File: src/rtl/decoder_pkg.sv
// Shared types and constants for the decoder_scan block: FSM state
// encoding, mode select values and default widths.
package decoder_pkg;

    typedef enum logic [1:0] {
        IDLE   = 2'd0,
        DIRECT = 2'd1,
        SCAN   = 2'd2
    } state_t;

    localparam logic MODE_DIRECT = 1'b0;
    localparam logic MODE_SCAN   = 1'b1;

    localparam int DEF_NUM_W   = 2;
    localparam int DEF_DWELL_W = 4;

endpackage : decoder_pkg

File: src/rtl/decoder_scan_if.sv
// Control and select bus of decoder_scan. The controller side (master)
// drives enable, mode, index and dwell; the decoder side (slave) returns
// the registered one-hot select and its status.
interface decoder_scan_if #(
    parameter int NUM_W   = decoder_pkg::DEF_NUM_W,
    parameter int DWELL_W = decoder_pkg::DEF_DWELL_W
);

    logic                  en;
    logic                  mode;
    logic                  num_valid;
    logic [NUM_W-1:0]      num;
    logic [DWELL_W-1:0]    dwell;
    logic [2**NUM_W-1:0]   decoder_out;
    logic                  out_valid;
    logic [NUM_W-1:0]      cur_idx;
    logic                  wrap;

    modport master (
        output en, mode, num_valid, num, dwell,
        input  decoder_out, out_valid, cur_idx, wrap
    );

    modport slave (
        input  en, mode, num_valid, num, dwell,
        output decoder_out, out_valid, cur_idx, wrap
    );

endinterface : decoder_scan_if

File: src/rtl/dwell_counter.sv
// Dwell-time counter for scan mode. Latches the dwell value on clear and
// on every advance, counts while running, and pulses adv_o in the cycle
// the count reaches the latched value, so each line is held dwell+1 cycles.
// Only instantiated when DECODER_SCAN_EN is defined.
module dwell_counter
    import decoder_pkg::*;
#(
    parameter int DWELL_W = DEF_DWELL_W
) (
    input  logic               clk,
    input  logic               rst_n,
    input  logic               clr_i,
    input  logic               run_i,
    input  logic [DWELL_W-1:0] dwell_i,
    output logic               adv_o
);

    logic [DWELL_W-1:0] cnt_q, cnt_d;
    logic [DWELL_W-1:0] limit_q, limit_d;

    assign adv_o = run_i && (cnt_q == limit_q);

    // Next count: restart and resample dwell on clear or advance, else count up.
    always_comb begin
        // NOTE: every signal assigned here gets a default first, so no path leaves it unassigned and no latch is inferred.
        cnt_d   = cnt_q;
        limit_d = limit_q;
        if (clr_i || adv_o) begin
            cnt_d   = '0;
            limit_d = dwell_i;
        end else if (run_i) begin
            cnt_d = cnt_q + 1'b1;
        end
    end

    // Counter and latched dwell registers with synchronous reset.
    always_ff @(posedge clk) begin
        // NOTE: non-blocking assignments so every register updates from pre-edge values regardless of statement order.
        if (!rst_n) begin
            cnt_q   <= '0;
            limit_q <= '0;
        end else begin
            cnt_q   <= cnt_d;
            limit_q <= limit_d;
        end
    end

endmodule : dwell_counter

File: src/rtl/decoder_scan.sv
// Registered binary-to-one-hot decoder with direct and scan modes.
// Direct mode decodes each qualified index; scan mode walks every output
// line, holding each for dwell+1 cycles, and pulses wrap on return to 0.
// Scan mode is built only when DECODER_SCAN_EN is defined; otherwise mode
// is ignored, wrap stays 0 and the block is direct-only.
module decoder_scan
    import decoder_pkg::*;
#(
    parameter int NUM_W   = DEF_NUM_W,
    parameter int DWELL_W = DEF_DWELL_W
) (
    input  logic           clk,
    input  logic           rst_n,
    decoder_scan_if.slave  bus
);

    localparam int OUT_W = 2**NUM_W;

    state_t             state_q, state_d;
    logic [OUT_W-1:0]   out_q, out_d;
    logic               valid_q, valid_d;
    logic [NUM_W-1:0]   idx_q, idx_d;
    logic               wrap_q, wrap_d;
    logic               mode_eff;

    function automatic logic [OUT_W-1:0] decode(input logic [NUM_W-1:0] i);
        decode    = '0;
        decode[i] = 1'b1;
    endfunction

`ifdef DECODER_SCAN_EN
    logic scan_entry;
    logic scan_stay;
    logic scan_adv;

    assign mode_eff   = bus.mode;
    // Entry and stay are derived from inputs and the current state only,
    // keeping the advance pulse free of any loop through state_d.
    assign scan_entry = bus.en && (bus.mode == MODE_SCAN) && (state_q != SCAN);
    assign scan_stay  = bus.en && (bus.mode == MODE_SCAN) && (state_q == SCAN);

    dwell_counter #(
        .DWELL_W (DWELL_W)
    ) u_dwell_counter (
        .clk     (clk),
        .rst_n   (rst_n),
        .clr_i   (scan_entry),
        .run_i   (scan_stay),
        .dwell_i (bus.dwell),
        .adv_o   (scan_adv)
    );
`else
    logic unused_scan_inputs;

    assign mode_eff           = MODE_DIRECT;
    assign unused_scan_inputs = ^{bus.mode, bus.dwell};
`endif

    // Next state and next registered outputs; en overrides mode and num_valid.
    always_comb begin
        state_d = state_q;
        out_d   = out_q;
        valid_d = valid_q;
        idx_d   = idx_q;
        wrap_d  = 1'b0;

        if (!bus.en) begin
            state_d = IDLE;
        end else if (mode_eff == MODE_SCAN) begin
            state_d = SCAN;
        end else begin
            state_d = DIRECT;
        end

        case (state_d)
            DIRECT: begin
                // Entering direct shows nothing until the first qualified index.
                if (state_q != DIRECT) begin
                    out_d   = '0;
                    valid_d = 1'b0;
                    idx_d   = '0;
                end else if (bus.num_valid) begin
                    out_d   = decode(bus.num);
                    valid_d = 1'b1;
                    idx_d   = bus.num;
                end
            end
`ifdef DECODER_SCAN_EN
            SCAN: begin
                if (state_q != SCAN) begin
                    out_d   = decode('0);
                    valid_d = 1'b1;
                    idx_d   = '0;
                end else if (scan_adv) begin
                    out_d   = decode(idx_q + 1'b1);
                    idx_d   = idx_q + 1'b1;
                    wrap_d  = (idx_q == '1);
                end
            end
`endif
            default: begin
                out_d   = '0;
                valid_d = 1'b0;
                idx_d   = '0;
            end
        endcase
    end

    // State and output registers; synchronous reset has top priority.
    always_ff @(posedge clk) begin
        if (!rst_n) begin
            state_q <= IDLE;
            out_q   <= '0;
            valid_q <= 1'b0;
            idx_q   <= '0;
            wrap_q  <= 1'b0;
        end else begin
            state_q <= state_d;
            out_q   <= out_d;
            valid_q <= valid_d;
            idx_q   <= idx_d;
            wrap_q  <= wrap_d;
        end
    end

    assign bus.decoder_out = out_q;
    assign bus.out_valid   = valid_q;
    assign bus.cur_idx     = idx_q;
    assign bus.wrap        = wrap_q;

endmodule : decoder_scan
File: src/flat_wrapper.sv
// flat-port wrapper written by rule: the top's interface ports become plain ports
module decoder_scan_flat import decoder_pkg::*;
#(
    parameter int NUM_W   = DEF_NUM_W,
    parameter int DWELL_W = DEF_DWELL_W
)
  (clk, rst_n, bus_en, bus_mode, bus_num_valid, bus_num, bus_dwell, bus_decoder_out, bus_out_valid, bus_cur_idx, bus_wrap);
  decoder_scan_if #(.NUM_W(NUM_W), .DWELL_W(DWELL_W)) bus_i ();
  input  logic clk;
  input  logic rst_n;
  input wire logic [$bits(bus_i.en)-1:0] bus_en;
  input wire logic [$bits(bus_i.mode)-1:0] bus_mode;
  input wire logic [$bits(bus_i.num_valid)-1:0] bus_num_valid;
  input wire logic [$bits(bus_i.num)-1:0] bus_num;
  input wire logic [$bits(bus_i.dwell)-1:0] bus_dwell;
  output wire logic [$bits(bus_i.decoder_out)-1:0] bus_decoder_out;
  output wire logic [$bits(bus_i.out_valid)-1:0] bus_out_valid;
  output wire logic [$bits(bus_i.cur_idx)-1:0] bus_cur_idx;
  output wire logic [$bits(bus_i.wrap)-1:0] bus_wrap;
  assign bus_i.en = bus_en;
  assign bus_i.mode = bus_mode;
  assign bus_i.num_valid = bus_num_valid;
  assign bus_i.num = bus_num;
  assign bus_i.dwell = bus_dwell;
  assign bus_decoder_out = bus_i.decoder_out;
  assign bus_out_valid = bus_i.out_valid;
  assign bus_cur_idx = bus_i.cur_idx;
  assign bus_wrap = bus_i.wrap;
  decoder_scan #(.NUM_W(NUM_W), .DWELL_W(DWELL_W)) u_core (.clk(clk), .rst_n(rst_n), .bus(bus_i));
endmodule
File: config.mk
export PLATFORM = sky130hd
export DESIGN_NAME = decoder_scan_flat
export DESIGN_NICKNAME = d
export VERILOG_FILES = /design/src/rtl/decoder_pkg.sv /design/src/rtl/decoder_scan_if.sv /design/src/rtl/dwell_counter.sv /design/src/rtl/decoder_scan.sv /design/src/flat_wrapper.sv
export SDC_FILE = /design/constraint.sdc
export NUM_CORES = 1
export LEC_CHECK = 0
export CAP_MARGIN = 5
export CORE_AREA = 2 2 39 41
export DETAILED_ROUTE_END_ITERATION = 7
export DIE_AREA = 0 0 41 43
export HOLD_SLACK_MARGIN = 0.02
export PLACE_DENSITY = 0.66
export SLEW_MARGIN = 10
export SYNTH_ARGS = -nofsm -noshare
export SYNTH_HDL_FRONTEND = slang
export SYNTH_SLANG_ARGS = --single-unit
File: constraint.sdc
create_clock -name clk -period 2.9 [get_ports clk]
set_clock_uncertainty 0.2 [all_clocks]
set_input_delay 0.87 -clock clk [delete_from_list [all_inputs] [get_ports clk]]
set_output_delay 0.87 -clock clk [all_outputs]
set_load 0.03 [all_outputs]
; ---- Yosys cells after proc, flatten, opt, wreduce, memory -nomap -nowiden
; Index checks and enable logic that the tools add are counted.
[word_totals]
regBits = 9
inputBits = 11
output_inout_bits = 8
wordCells = 15
[classes]
magnitude_cmp = 2
eq_ne = 2
n_mux = 3
bitwise = 2
n_reduce_logical = 2
[op_table]
columns = op, count
row1 = 2-bit by 3-bit < comparator with 1-bit output (second input constant), 1
row2 = 3-bit OR reduction, 1
row3 = 1-bit demux with 2-bit select, 1
row4 = 2-bit by 1-bit == test with 1-bit output (second input constant), 1
row5 = 2-bit by 1-bit greater-or-equal comparator with 1-bit output (second input constant), 1
row6 = 1-bit two-way mux, 2
row7 = 2-bit by 1-bit != test with 1-bit output (second input constant), 1
row8 = 1-bit NOT, 2
row9 = 1-bit logical AND, 1

; ---- Logic depth before layout (Yosys ltp)
[logic_depth]
ltp_word = 4
mapped_depth = 3
depth_no_buf = 2

; ---- Least setup slack after synthesis
; Ideal clock, no wire load.
[synth_path]
path_kind = input -> register
startpoint = input bus_num[1]
endpoint = register u_core.out_q[0], in the netlist u_core.bus.decoder_out[0]
setup_time_ns = 0.069
arrival_ns = 1.369
required_time_ns = 2.631
slack_ns = 1.262
path_stages = 2
path_buffers = 0
cell_sequence = or3b_1 -> a21oi_2
[synth_between]
elab_chain_len = 4
elab_cells_between_ends = 5
classes_between = order compare: 2 / mux: 2 / reduce/logical: 1
[synth_lines]
columns = element, line_no
row1 = "start, declared", flat_wrapper.sv:14  ; input wire logic [$bits(bus_i.num)-1:0] bus_num;
row2 = 2-bit by 3-bit < comparator with 1-bit output (implied by the code) / 2-bit by 1-bit greater-or-equal comparator with 1-bit output (equally long branches), decoder_scan.sv:28  ; decode[i] = 1'b1;
row3 = 1-bit logical AND (implied by the code), decoder_scan.sv:28
row4 = 1-bit two-way mux (implied by the code), decoder_scan.sv:28
row5 = 1-bit demux with 2-bit select *, -
row6 = "end signal, assigned", decoder_scan.sv:119  ; out_q <= out_d;
row7 = "end, declared", decoder_scan.sv:20  ; logic [OUT_W-1:0] out_q, out_d;
; Every way passes the cells marked *; elsewhere a longest branch is shown, timed or not.
; A chain may end at the register's enable or synchronous reset.

; ---- Worst setup path in the final report
[layout_path]
startpoint = register u_core.idx_q[1], in the netlist u_core.bus.cur_idx[1]
endpoint = output bus_cur_idx[1]
[layout_rtl]
columns = element, line_no
row1 = "start, declared", decoder_scan.sv:22  ; logic [NUM_W-1:0] idx_q, idx_d;
row2 = "start signal, assigned", decoder_scan.sv:121  ; idx_q <= idx_d;
row3 = "end, declared", flat_wrapper.sv:18  ; output wire logic [$bits(bus_i.cur_idx)-1:0] bus_cur_idx;
; No word-level cell between the ends.

==> metrics.md <==
| Metric | Value |
|---|---|
| Status | `finished, final reports clean` |
| FP Rows | `14` |
| Worst reg2reg endpoint | `u_core.bus.decoder_out[3]$_SDFFE_PP0P_` |
| Syn_area_per_cell | `9.69 um2` |
| Worst hold path startpoint | `u_core.bus.out_valid$_SDFFE_PP0P_` |
| Switching pwr | `45.6 uW` |
| Placed cell area | `428 um2` |
| Root Buffer | `clkbuf_4` |
| Initial antenna violation count | `0` |
| Worst setup SP type | `register` |
| Drt drc | `0` |
| Port Buffers | `12` |
| Die area | `0.00176 mm2` |
| Worst-path maximum fanout | `2` |
| Grt total ovfl | `0` |
| Largest net degree at the start of global routing | `12` |
| Post-DR wirelength/cell | `8.58 um` |
| Share of the synthesized area in the top cell type | `53.3%` |
| VDD IR max | `289 uV` |
| Worst-Skew Late Latency | `0.24 ns` |
| Maximum clock rate | `0.431 GHz` |
| Iteration count of the initial detailed-routing pass | `2` |
| Power share of the sequential group | `52.0%` |
| Power Density | `479 mW/mm2` |
| Hold endpoint | `u_core.bus.out_valid$_SDFFE_PP0P_` |
| Final Instance Area | `450 um2` |
| Final setup fails | `0` |
| Hold-critical path depth | `2` |
| Antenna Nets Post-Route | `0` |
| Slowest CP cell | `clkdlybuf4s50_1` |
| Total Nets Final | `57` |
| GPL Wtd Cong | `0.662` |
| Drt first-iter violations | `5` |
| Final Slew Violations | `0` |
| Crit-path cells | `clkdlybuf4s50_1` |
| Initial core utilization | `21.7%` |
| Leakage | `0.157 nW` |
| Maxcap violations | `0` |
| GRT Total Usage | `7.47%` |
| Post-synth top area cell | `dfxtp_1` |
| Post-synth cell types | `13` |
| First-pass GRT wire length | `779 um` |
| Total negative slack | `0 ns` |
| CP top delay family | `buffers and inverters` |
| Layout area overhead | `50.0%` |
| Synth area leaders | `dfxtp_1, nand2b_1, mux2i_1` |
| Total Wirelength | `515 um` |
| Clock power share | `38.0%` |
| Vias/cell | `3.88` |
| Post-CTS Setup Bufs | `0` |
| RR Startpoint | `u_core.state_q[0]$_SDFF_PN0_` |
| Max stage delay on crit path | `0.67 ns` |
| Share of layout cells above drive strength 1 | `9.09%` |
| Period minus WS final | `2.32 ns` |
| Buf/Inv on CP | `1` |
| CTS clk-pin slew, worst paths | `0.05 ns` |
| Seq/Total Area, Yosys | `53.3%` |
| CTS tree | `done` |
| RSZ-0062 raised after global routing | `no` |
| IO Pins | `19` |
| Mapped Area | `300 um2` |
| R2r worst-path depth | `2` |
| Cts bufs inserted | `3` |
| CTS H-tree lvls | `1` |
| Final period utilization | `80.0%` |
| Sw frac | `21.1%` |
| Cells after Synth | `31` |
| # resized after CTS | `0` |
| Post-synthesis register bit count | `8` |
| Hold Vio Cnt, Final | `0` |
| Worst min path class | `register to register` |
| Reg2Reg Setup Slack | `1.92 ns` |
| Vias in the first global route | `187` |
| Synth Net Count | `42` |
| Vias | `233` |
| DIE WIDTH | `41 um` |
| Crit end category | `output pin` |
| Synth warn | `0` |
| Arr. time, crit path | `1.25 ns` |
| Clk sinks | `8` |
| Internal | `170 uW` |
| Area of the core | `0.00138 mm2` |
| Hold Buf Count CTS | `0` |
| Clk buf depth | `2` |
| Die Y-Extent | `43 um` |
| Antenna diode count | `0` |
| Worst EP required | `1.83 ns` |
| Combinational power share | `10.0%` |
| Setup CP Type | `register to output pin` |
worst reg2reg max path, delay by kind of cell (launching register included):
kind             cells  cell delay [ns]
AO/OA/AOI/OAI        1             0.19
flip-flops           1             0.30
AND/OR/NAND/NOR      1             0.22
cell usage in the layout, fill, tap and decap left out, drive strengths merged:
cell type / Yosys / routed
nand3b: 2 / 2
and2: 1 / 1
nor2: 4 / 4
nand3: 2 / 2
clkbuf: 0 / 3
clkdlybuf4s50: 0 / 12
mux2i: 2 / 2
a21oi: 4 / 4
conb: 1 / 1
or3b: 1 / 1
dfxtp: 8 / 8
nand2b: 4 / 4
final cells by class:
type / instances / area (um2)
clock buffer: 3 / 22.5
timing repair buffer: 12 / 120
tap: 16 / 20.0
sequential: 8 / 160
fill: 152 / 933
multi-input combinational: 21 / 128
power groups by stage:
stage | clock network [mW] | logic (mW) | registers (mW)
global placement | 0 | 0.0216 | 0.115
finish | 0.0821 | 0.0215 | 0.112
CTS | 0.0848 | 0.0217 | 0.112
floorplan | 0 | 0.0105 | 0.116
detailed placement | 0 | 0.0217 | 0.115
global route | 0.0896 | 0.0236 | 0.112
cells in the mapped netlist:
library cell / n
mux2i_1: 2
buf_2: 1
nand2b_1: 4
nand3b_1: 2
buf_4: 1
a21oi_1: 3
a21oi_2: 1
conb_1: 1
nand3_1: 2
and2_1: 1
or3b_1: 1
nor2_1: 4
dfxtp_1: 8
registers in the layout, summed over array words and instances, names as in the netlist:
register / count
u_core.bus.decoder_out: 4
u_core.bus.cur_idx: 2
u_core.bus.out_valid: 1
u_core.state_q: 1
worst max path at each step:
stage / startpoint / depth (start not counted) / slack (ns) / to
6_report: u_core.bus.cur_idx[1]$_SDFFE_PP0P_ / 1 / 0.58 / bus_cur_idx[1]
5_1_grt: u_core.bus.decoder_out[1]$_SDFFE_PP0P_ / 1 / 0.52 / bus_decoder_out[1]
4_1_cts: u_core.bus.cur_idx[1]$_SDFFE_PP0P_ / 1 / 0.57 / bus_cur_idx[1]
3_5_place_dp: bus_num_valid / 3 / 0.54 / u_core.bus.decoder_out[0]$_SDFFE_PP0P_
3_3_place_gp: bus_num_valid / 3 / 0.55 / u_core.bus.decoder_out[0]$_SDFFE_PP0P_
2_1_floorplan: bus_num[1] / 2 / 1.26 / u_core.bus.decoder_out[0]$_SDFFE_PP0P_
kinds of logic after synthesis:
family          synth area share, %
compound gates                 7.92
buf+inv                        4.17
flops                          53.3
mux                            6.67
other cells                    1.25
simple gates                   26.7
layer usage:
| metal | track usage, % | part of all wire (%) | up-vias |
|---|---|---|---|
| li1 | - | - | 128 |
| met1 | 8.20 | 42 | 94 |
| met2 | 8.75 | 45 | 11 |
| met3 | 7.85 | 13 | 0 |
| met4 | 4.00 | 0 | 0 |
| met5 | 0 | 0 | - |
per-stage QoR:
stage	util, %	cells	power [mW]	hold slack (ns)	worst slack [ns]
2_1_floorplan	-	31	0.127	0.340	1.26
3_3_place_gp	30.9	57	0.136	0.258	0.546
3_5_place_dp	30.9	57	0.136	0.263	0.536
4_1_cts	32.5	60	0.219	0.272	0.569
5_1_grt	32.5	60	0.226	0.296	0.522
6_report	32.5	60	0.216	0.264	0.580
(Power assumes the default switching activity.)
